===== src/rtl/mt9v034_word_framer.sv =====
// Word framer for the MT9V034 LVDS stream: finds the bit rotation that frames
// each 12-bit word, locks onto it, and decodes sync codes into a pixel stream.
module mt9v034_word_framer #(
   parameter int unsigned C_LockCount    = 16,
   parameter int unsigned C_ErrLimit     = 4,
   parameter logic [9:0]  C_FsCode       = 10'h3FF,
   parameter logic [9:0]  C_LsCode       = 10'h3FE,
   parameter logic [9:0]  C_LeCode       = 10'h3FD,
   parameter logic [9:0]  C_FeCode       = 10'h3FC,
   parameter int unsigned C_PixCntWidth  = 10,
   parameter int unsigned C_LineCntWidth = 10
) (
   input  logic                      RxClkDiv,
   input  logic                      RxRst,
   input  logic                      RxDataRdy,
   input  logic [11:0]               RxData,
   output logic                      Locked,
   output logic [3:0]                RotAmount,
   output logic [9:0]                PixData,
   output logic                      PixValid,
   output logic                      FrameStart,
   output logic                      LineStart,
   output logic                      LineEnd,
   output logic                      FrameEnd,
   output logic [C_PixCntWidth-1:0]  PixCount,
   output logic [C_LineCntWidth-1:0] LineCount,
   output logic                      SyncErr
);

   localparam int unsigned WORD_W = 12;
   localparam int unsigned PIX_W  = 10;
   localparam int unsigned ROT_W  = 4;
   localparam int unsigned GOOD_W = 8;
   localparam int unsigned BAD_W  = 4;

   localparam logic [GOOD_W-1:0] LOCK_LAST = GOOD_W'(C_LockCount - 1);
   localparam logic [BAD_W-1:0]  ERR_LAST  = BAD_W'(C_ErrLimit - 1);
   localparam logic [ROT_W-1:0]  ROT_MAX   = ROT_W'(WORD_W - 1);

   typedef enum logic {
      SEARCH = 1'b0,
      LOCKED = 1'b1
   } state_t;

   state_t state, state_nx;

   logic [1:0]               rst_pipe;
   logic                     rst_i;
   logic [GOOD_W-1:0]        good_cnt, good_nx;
   logic [BAD_W-1:0]         bad_cnt, bad_nx;
   logic                     in_frame, in_frame_nx;
   logic                     in_line, in_line_nx;
   logic [C_PixCntWidth-1:0] pix_idx, pix_idx_nx;

   logic                      locked_nx;
   logic [ROT_W-1:0]          rot_nx, rot_inc;
   logic [PIX_W-1:0]          pix_data_nx;
   logic                      pix_valid_nx, fs_nx, ls_nx, le_nx, fe_nx, se_nx;
   logic [C_PixCntWidth-1:0]  pix_count_nx;
   logic [C_LineCntWidth-1:0] line_count_nx;

   logic [2*WORD_W-1:0] dbl;
   logic [WORD_W-1:0]   word_rot;
   logic                frame_ok;
   logic [PIX_W-1:0]    pix;

   // Reset asserts immediately, releases two word clocks after RxRst drops.
   always_ff @(posedge RxClkDiv or posedge RxRst) begin
      if (RxRst) rst_pipe <= 2'b11;
      else       rst_pipe <= {rst_pipe[0], 1'b0};
   end
   assign rst_i = rst_pipe[1];

   // Left rotation by RotAmount; the upper half of the doubled word avoids any 12-bit shift.
   assign dbl      = {RxData, RxData} << RotAmount;
   assign word_rot = dbl[2*WORD_W-1:WORD_W];
   assign frame_ok = word_rot[WORD_W-1] & ~word_rot[0];
   assign pix      = word_rot[WORD_W-2:1];
   assign rot_inc  = (RotAmount == ROT_MAX) ? '0 : RotAmount + ROT_W'(1);

   always_comb begin
      state_nx      = state;
      good_nx       = good_cnt;
      bad_nx        = bad_cnt;
      in_frame_nx   = in_frame;
      in_line_nx    = in_line;
      pix_idx_nx    = pix_idx;
      rot_nx        = RotAmount;
      pix_data_nx   = PixData;
      pix_count_nx  = PixCount;
      line_count_nx = LineCount;
      pix_valid_nx  = 1'b0;
      fs_nx         = 1'b0;
      ls_nx         = 1'b0;
      le_nx         = 1'b0;
      fe_nx         = 1'b0;
      se_nx         = 1'b0;

      if (RxDataRdy) begin
         unique case (state)
            SEARCH: begin
               if (frame_ok) begin
                  if (good_cnt == LOCK_LAST) begin
                     state_nx = LOCKED;
                     good_nx  = '0;
                  end else begin
                     good_nx = good_cnt + GOOD_W'(1);
                  end
               end else begin
                  good_nx = '0;
                  rot_nx  = rot_inc;
               end
            end

            LOCKED: begin
               if (!frame_ok) begin
                  // Misframed words are never decoded; enough in a row drops lock.
                  if (bad_cnt == ERR_LAST) begin
                     state_nx    = SEARCH;
                     bad_nx      = '0;
                     rot_nx      = rot_inc;
                     se_nx       = in_frame;
                     in_frame_nx = 1'b0;
                     in_line_nx  = 1'b0;
                  end else begin
                     bad_nx = bad_cnt + BAD_W'(1);
                  end
               end else begin
                  bad_nx = '0;
                  if (pix == C_FsCode) begin
                     fs_nx         = 1'b1;
                     se_nx         = in_frame;
                     in_frame_nx   = 1'b1;
                     in_line_nx    = 1'b0;
                     line_count_nx = '0;
                  end else if (pix == C_LsCode) begin
                     if (in_frame) begin
                        ls_nx        = 1'b1;
                        se_nx        = in_line;
                        in_line_nx   = 1'b1;
                        pix_idx_nx   = '0;
                        pix_count_nx = '0;
                     end else begin
                        se_nx = 1'b1;
                     end
                  end else if (pix == C_LeCode) begin
                     if (in_line) begin
                        le_nx         = 1'b1;
                        in_line_nx    = 1'b0;
                        line_count_nx = LineCount + C_LineCntWidth'(1);
                     end else begin
                        se_nx = 1'b1;
                     end
                  end else if (pix == C_FeCode) begin
                     if (in_frame) begin
                        fe_nx       = 1'b1;
                        se_nx       = in_line;
                        in_frame_nx = 1'b0;
                        in_line_nx  = 1'b0;
                     end else begin
                        se_nx = 1'b1;
                     end
                  end else if (in_line) begin
                     pix_valid_nx = 1'b1;
                     pix_data_nx  = pix;
                     pix_count_nx = pix_idx;
                     pix_idx_nx   = pix_idx + C_PixCntWidth'(1);
                  end
               end
            end

            default: state_nx = SEARCH;
         endcase
      end

      locked_nx = (state_nx == LOCKED);
   end

   always_ff @(posedge RxClkDiv or posedge rst_i) begin
      if (rst_i) begin
         state      <= SEARCH;
         good_cnt   <= '0;
         bad_cnt    <= '0;
         in_frame   <= 1'b0;
         in_line    <= 1'b0;
         pix_idx    <= '0;
         Locked     <= 1'b0;
         RotAmount  <= '0;
         PixData    <= '0;
         PixValid   <= 1'b0;
         FrameStart <= 1'b0;
         LineStart  <= 1'b0;
         LineEnd    <= 1'b0;
         FrameEnd   <= 1'b0;
         PixCount   <= '0;
         LineCount  <= '0;
         SyncErr    <= 1'b0;
      end else begin
         state      <= state_nx;
         good_cnt   <= good_nx;
         bad_cnt    <= bad_nx;
         in_frame   <= in_frame_nx;
         in_line    <= in_line_nx;
         pix_idx    <= pix_idx_nx;
         Locked     <= locked_nx;
         RotAmount  <= rot_nx;
         PixData    <= pix_data_nx;
         PixValid   <= pix_valid_nx;
         FrameStart <= fs_nx;
         LineStart  <= ls_nx;
         LineEnd    <= le_nx;
         FrameEnd   <= fe_nx;
         PixCount   <= pix_count_nx;
         LineCount  <= line_count_nx;
         SyncErr    <= se_nx;
      end
   end

endmodule

===== config.mk =====
export PLATFORM = sky130hd
export DESIGN_NAME = mt9v034_word_framer
export DESIGN_NICKNAME = d
export VERILOG_FILES = /design/src/rtl/mt9v034_word_framer.sv
export SDC_FILE = /design/constraint.sdc
export NUM_CORES = 1
export LEC_CHECK = 0
export ABC_AREA = 1
export CAP_MARGIN = 20
export CELL_PAD_IN_SITES_DETAIL_PLACEMENT = 0
export CELL_PAD_IN_SITES_GLOBAL_PLACEMENT = 2
export CORE_UTILIZATION = 34
export CTS_CLUSTER_DIAMETER = 150
export DETAILED_ROUTE_END_ITERATION = 12
export PLACE_DENSITY_LB_ADDON = 0.1
export SYNTH_ARGS = -nofsm -noshare
export SYNTH_HDL_FRONTEND = slang
export SYNTH_SLANG_ARGS = --single-unit
export TNS_END_PERCENT = 10

===== constraint.sdc =====
create_clock -name RxClkDiv -period 5.76 [get_ports RxClkDiv]
set_input_delay 0.576 -clock RxClkDiv [delete_from_list [all_inputs] [get_ports RxClkDiv]]
set_output_delay 0.576 -clock RxClkDiv [all_outputs]
set_load 0.01 [all_outputs]

Word-level counts from Yosys, hierarchy flattened
Index checks and enable logic that the tools add are counted.
- register bits: 67
- input bits: 15
- output and inout port bits: 41
- logic and storage cells: 143
- add/subtract/negate cells: 5
- eq/ne operators: 20
- shifts and indexed selects: 1
- muxes and demuxes: 81
- bitwise logic cells: 7
- reductions and logical operators: 12
- operator list (kind ; number):
    2-to-1 mux 10 bit ; 13
    2-to-1 mux 1 bit ; 58
    equality test 10 bit, second input constant ; 4
    2-to-1 mux 4 bit ; 6
    << shifter 24 x 4 -> 24 bit ; 1
    adder 10 x 1 -> 10 bit, second input constant ; 2
    AND reduction 6 bit ; 3
    2-to-1 mux 8 bit ; 2
    AND reduction 8 bit ; 2
    inequality test 2 bit, second input constant ; 6
    adder 4 x 1 -> 4 bit, second input constant ; 2
    adder 8 x 1 -> 8 bit, second input constant ; 1
    equality test 8 x 4 -> 1 bit, second input constant ; 1
    one-hot mux 4 bit (2 select lines) ; 1
    nonzero test 2 bit ; 4
    inequality test 3 bit, second input constant ; 2
    NOT 1 bit ; 6
    inequality test 5 x 1 -> 1 bit, second input constant ; 1
    inequality test 5 bit, second input constant ; 1
    equality test 4 x 2 -> 1 bit, second input constant ; 1
    equality test 4 bit, second input constant ; 1
    inequality test 4 bit, second input constant ; 1
    AND reduction 2 bit ; 2
    AND reduction 4 bit ; 1
    4 further kinds ; 4

Longest topological paths before layout
- word-level depth: 9
- gate-level depth with buffers: 18
- mapped depth without buffers: 18

Worst setup path before layout
Ideal clock, no wire load.
- path kind: reg2reg
- start: reg RotAmount[2]
- end: reg PixCount[0]
- library setup time: 0.117 ns
- arrival: 1.928 ns
- data required time: 5.643 ns
- slack: 3.716 ns
- cell stages (with the launch flop): 16
- buffers on the path: 3
- clock period less this slack: 2.044 ns
- path through: dfrtp_1 -> buf_2 -> inv_1 -> buf_4 -> nand3_1 -> nand2_1 -> nand2_1 -> nand2_1 -> nand2_2 -> nor2_8 -> nand3_2 -> nor2_2 -> nand3_2 -> buf_6 -> nand3_2 -> nand2_1
- word-level cells in the longest chain between the ends: 4
- elaborated cells on any way between the ends: 14
- those cells by class: eq/ne: 7; shift: 1; mux: 1; bitwise: 3; reduce/logical: 2
- RTL lines (item ; line ; source):
    start, declared ; 18 ; output logic [3:0] RotAmount,
    start signal, assigned ; 206 ; RotAmount <= rot_nx;
    << shifter 24 x 4 -> 24 bit (*) ; 75 ; assign dbl = {RxData, RxData} << RotAmount;
    equality test 10 bit, or another cell as far along ; 136 ; end else if (pix == C_LsCode) begin
    inequality test 2 bit (no line), or another cell as far along ; -- ;
    AND reduction 8 bit (no line) ; -- ;
    end signal, assigned ; 213 ; PixCount <= pix_count_nx;
    end, declared ; 25 ; output logic [C_PixCntWidth-1:0] PixCount,
Every way passes the cells marked *; elsewhere a longest branch is shown, timed or not.
A chain may end at the register's enable or synchronous reset.

Final worst setup path
- start: reg RotAmount[0]
- end: reg pix_idx[6]
- word-level cells in the longest chain between the ends: 4
- elaborated cells on any way between the ends: 14
- those cells by class: eq/ne: 7; shift: 1; mux: 1; bitwise: 3; reduce/logical: 2
- RTL lines (item ; line ; source):
    << shifter 24 x 4 -> 24 bit (*) ; 75 ;
    equality test 10 bit, or another cell as far along ; 136 ;
    inequality test 2 bit (no line), or another cell as far along ; -- ;
    AND reduction 8 bit (no line) ; -- ;
    end signal, assigned ; 204 ; pix_idx <= pix_idx_nx;
    end, declared ; 53 ; logic [C_PixCntWidth-1:0] pix_idx, pix_idx_nx;
Marks and branches as above.

==> flow_summary.toml <==
[status]
outcome = "completed"

[clocking]
post-cts-setup-buffer-count = 0
htree_levels = 3
clk_pin_slew_ns = 0.06
cts_resized = 0
numCtsBuffers = 9
clkLatencyLatePin_ns = 0.34
hold_buffers = 0
clockBufferDepth = 2
cts.sink_count = 67
cts_tree = "done"
root_buffer = "clkbuf_16"

[worst_setup_path]
reg2reg_depth = 13
r2r_setup_slack_ns = 2.38
r2r_end = "pix_idx[6]"
worstPathMaxFanout = 36
timing.rr.start = "RotAmount[0]"
cp.required_ns = 5.97
crit_type = "reg -> reg"
end_kind = "flip-flop"
crit_arrival_ns = 3.59
worstSetupStartpointType = "flip-flop"

[placed_design]
gp_congestion = 0.815
pre_cts_slack_ns = 2.31
numPortBuffers = 55
dpl_cell_area_um2 = 4790
post-place-cells = 757
hpwl_mm = 7.21

[drt]
drtPass1Iterations = 4
drc_errors = 0
wire_per_inst_um = 13.0
drtIter0Drc = 169
vias = 3713
via_per_inst = 4.80
drt_wl_total_mm = 10.0
postRouteAntennaNets = 0

[yosys]
synth-seq-cells = 67
netlist_area_um2 = 4170
syn_inst = 571
ys_warn_count = 0
synth_cell_types = 38
syn_avg_cell_area_um2 = 7.31
synth_nets = 591
yosysSeqAreaShare = 0.403

[cells_and_area]
final_cell_count_no_fill = 773
design_area_um2 = 5060
antenna_cells = 0
nets = 641
syn2layout_area_growth_pct = 21.4
nFillCells = 1263
post_route_cells_drive_above_1_share = 0.102
utilization = 0.423

[hold_path]
min_from = "rst_pipe[0]"
hp-class = "reg -> reg"
holdPathStages = 0
whs_endpoint = "rst_pipe[1]"

[sta]
hold_ws_ns = 0.360
tns_ns = 0
slew_viol_final = 0
clock_skew_ns = 0.0110
tightest_slew_ns = 0.844
hold_viol = 0
period_needed_ns = 3.38
fmax_mhz = 296
worst_slack_ns = 2.38
maxSlewHeadroom = 0.437
period_share = 0.587
setup_viol = 0
rsz0062_at_grt = "false"

[power_and_ir_drop]
ir_worst_vdd_uv = 236
power_per_cell_area_nw_per_um2 = 369
power_leakage_nw = 2.58
finalPower_mw = 1.87

[grt]
grt_pass1_wl_mm = 17.7
grtUsageTotal = 0.175
grt_pass1_vias = 3635
overflow = 0
grt_max_degree = 66
antenna_found_initial = 0

[floorplanning]
start_util = 0.349
die_h_um = 113
core_um2 = 12000
io_pins = 56
die_x_um = 113
die_area_um2 = 12700
rows = 40

[flow_run]
cap_violations = 0
==> registers in the layout, indices dropped and copies added (netlist names), 2 cells and up <==
signal / cells
PixData: 10
good_cnt: 8
bad_cnt: 4
RotAmount: 4
rst_pipe: 2
pix_idx: 10
LineCount: 10
PixCount: 10
==> kinds of logic (layout without fill, tap and decap cells) <==
kind of cell | count (synthesis) | count (layout) | synth area share
buffers and inverters | 78 | 133 | 0.0855
other | 1 | 1 | 0.000899
xor gates and xnor gates | 13 | 13 | 0.0273
AOI/OAI and AO/OA | 36 | 36 | 0.0531
DFF | 67 | 67 | 0.403
adders and majority gates | 5 | 5 | 0.0150
and+or+nand+nor | 371 | 371 | 0.416
==> routing by layer <==
metal | share of wire | global-route usage | vias up
met3 | 0.033 | 0.0337 | 9
met1 | 0.49 | 0.241 | 1717
met2 | 0.46 | 0.276 | 60
met4 | 0.012 | 0.0578 | 0
li1 | - | - | 1927
met5 | 0 | 0 | -
==> power by group <==
group	leakage [nW]	switching, mW	internal, mW	total, mW
Clock	0.128	0.210	0.304	0.513
Sequential	0.894	0.0848	0.498	0.582
Combinational	1.56	0.539	0.233	0.772
Total	2.58	0.834	1.03	1.87
==> worst max path at each step <==
stage	cells past startpoint	end	slack, ns	start
2_1_floorplan	15	PixCount[0]	3.72	RotAmount[2]
3_3_place_gp	13	pix_idx[7]	2.36	RotAmount[0]
3_5_place_dp	13	pix_idx[7]	2.31	RotAmount[0]
4_1_cts	13	pix_idx[7]	2.31	RotAmount[0]
5_1_grt	13	pix_idx[6]	1.97	RotAmount[0]
6_report	13	pix_idx[6]	2.38	RotAmount[0]
==> synth_stat cells (all sizes together) <==
library cell | count | area, µm²
a21o | 1 | 7.51
a21oi | 4 | 31.3
buf | 17 | 128
conb | 1 | 3.75
dfrtp | 65 | 1630
dfstp | 2 | 52.6
ha | 5 | 62.6
inv | 61 | 229
nand2 | 219 | 877
nand3 | 85 | 493
nand3b | 1 | 7.51
nand4 | 14 | 103
nor2 | 38 | 181
nor3 | 12 | 60.1
nor4 | 1 | 6.26
o2111ai | 1 | 8.76
o211ai | 1 | 7.51
o21a | 1 | 7.51
o21ai | 19 | 95.1
o21bai | 4 | 30.0
o22ai | 4 | 25.0
o311ai | 1 | 8.76
or2 | 1 | 6.26
xnor2 | 2 | 17.5
xor2 | 11 | 96.3
==> area by class of cell <==
cell class	count	area (µm²)	area share
Timing Repair Buffer	56	558	0.110
Clock inverter	5	36.3	0.00716
Multi-Input combinational cell	426	2140	0.422
Inverter	61	229	0.0452
Clock buffer	11	243	0.0479
Sequential cell	67	1680	0.332
Tap cell	147	184	0.0363
==> worst max-delay path, stage by stage (launching register included) <==
cell and delay [ns]:
dfrtp_1 0.75, inv_2 0.26, nand2_1 0.20, nand3_1 0.11, nand3_1 0.12, nand4_1 0.11
nand2_1 0.37, nand2_2 0.18, nor2_2 0.16, nand2_4 0.26, inv_2 0.42, nand3_1 0.13
nand2_1 0.10, nor2_1 0.04
==> cell usage in the layout, fill, tap and decap left out, types with 2 or more instances in the layout <==
cell type / synthesis / layout
o22ai_1: 4 / 4
clkbuf_16: 0 / 9
nand3_1: 73 / 73
nor2_2: 6 / 6
dfrtp_1: 65 / 65
ha_1: 5 / 5
xor2_1: 11 / 11
inv_2: 6 / 7
nand3_2: 11 / 11
clkdlybuf4s50_1: 0 / 55
nand4_1: 13 / 13
a21oi_1: 3 / 3
o21ai_0: 14 / 14
xnor2_1: 2 / 2
dfstp_2: 2 / 2
nor2_1: 30 / 30
nand2_4: 3 / 3
nand2_2: 13 / 13
o21bai_1: 4 / 4
nor3_1: 12 / 12
o21ai_1: 5 / 5
clkinvlp_4: 0 / 3
inv_1: 55 / 54
nand2_1: 203 / 203
Note: power is estimated with default switching activity, not from simulation.
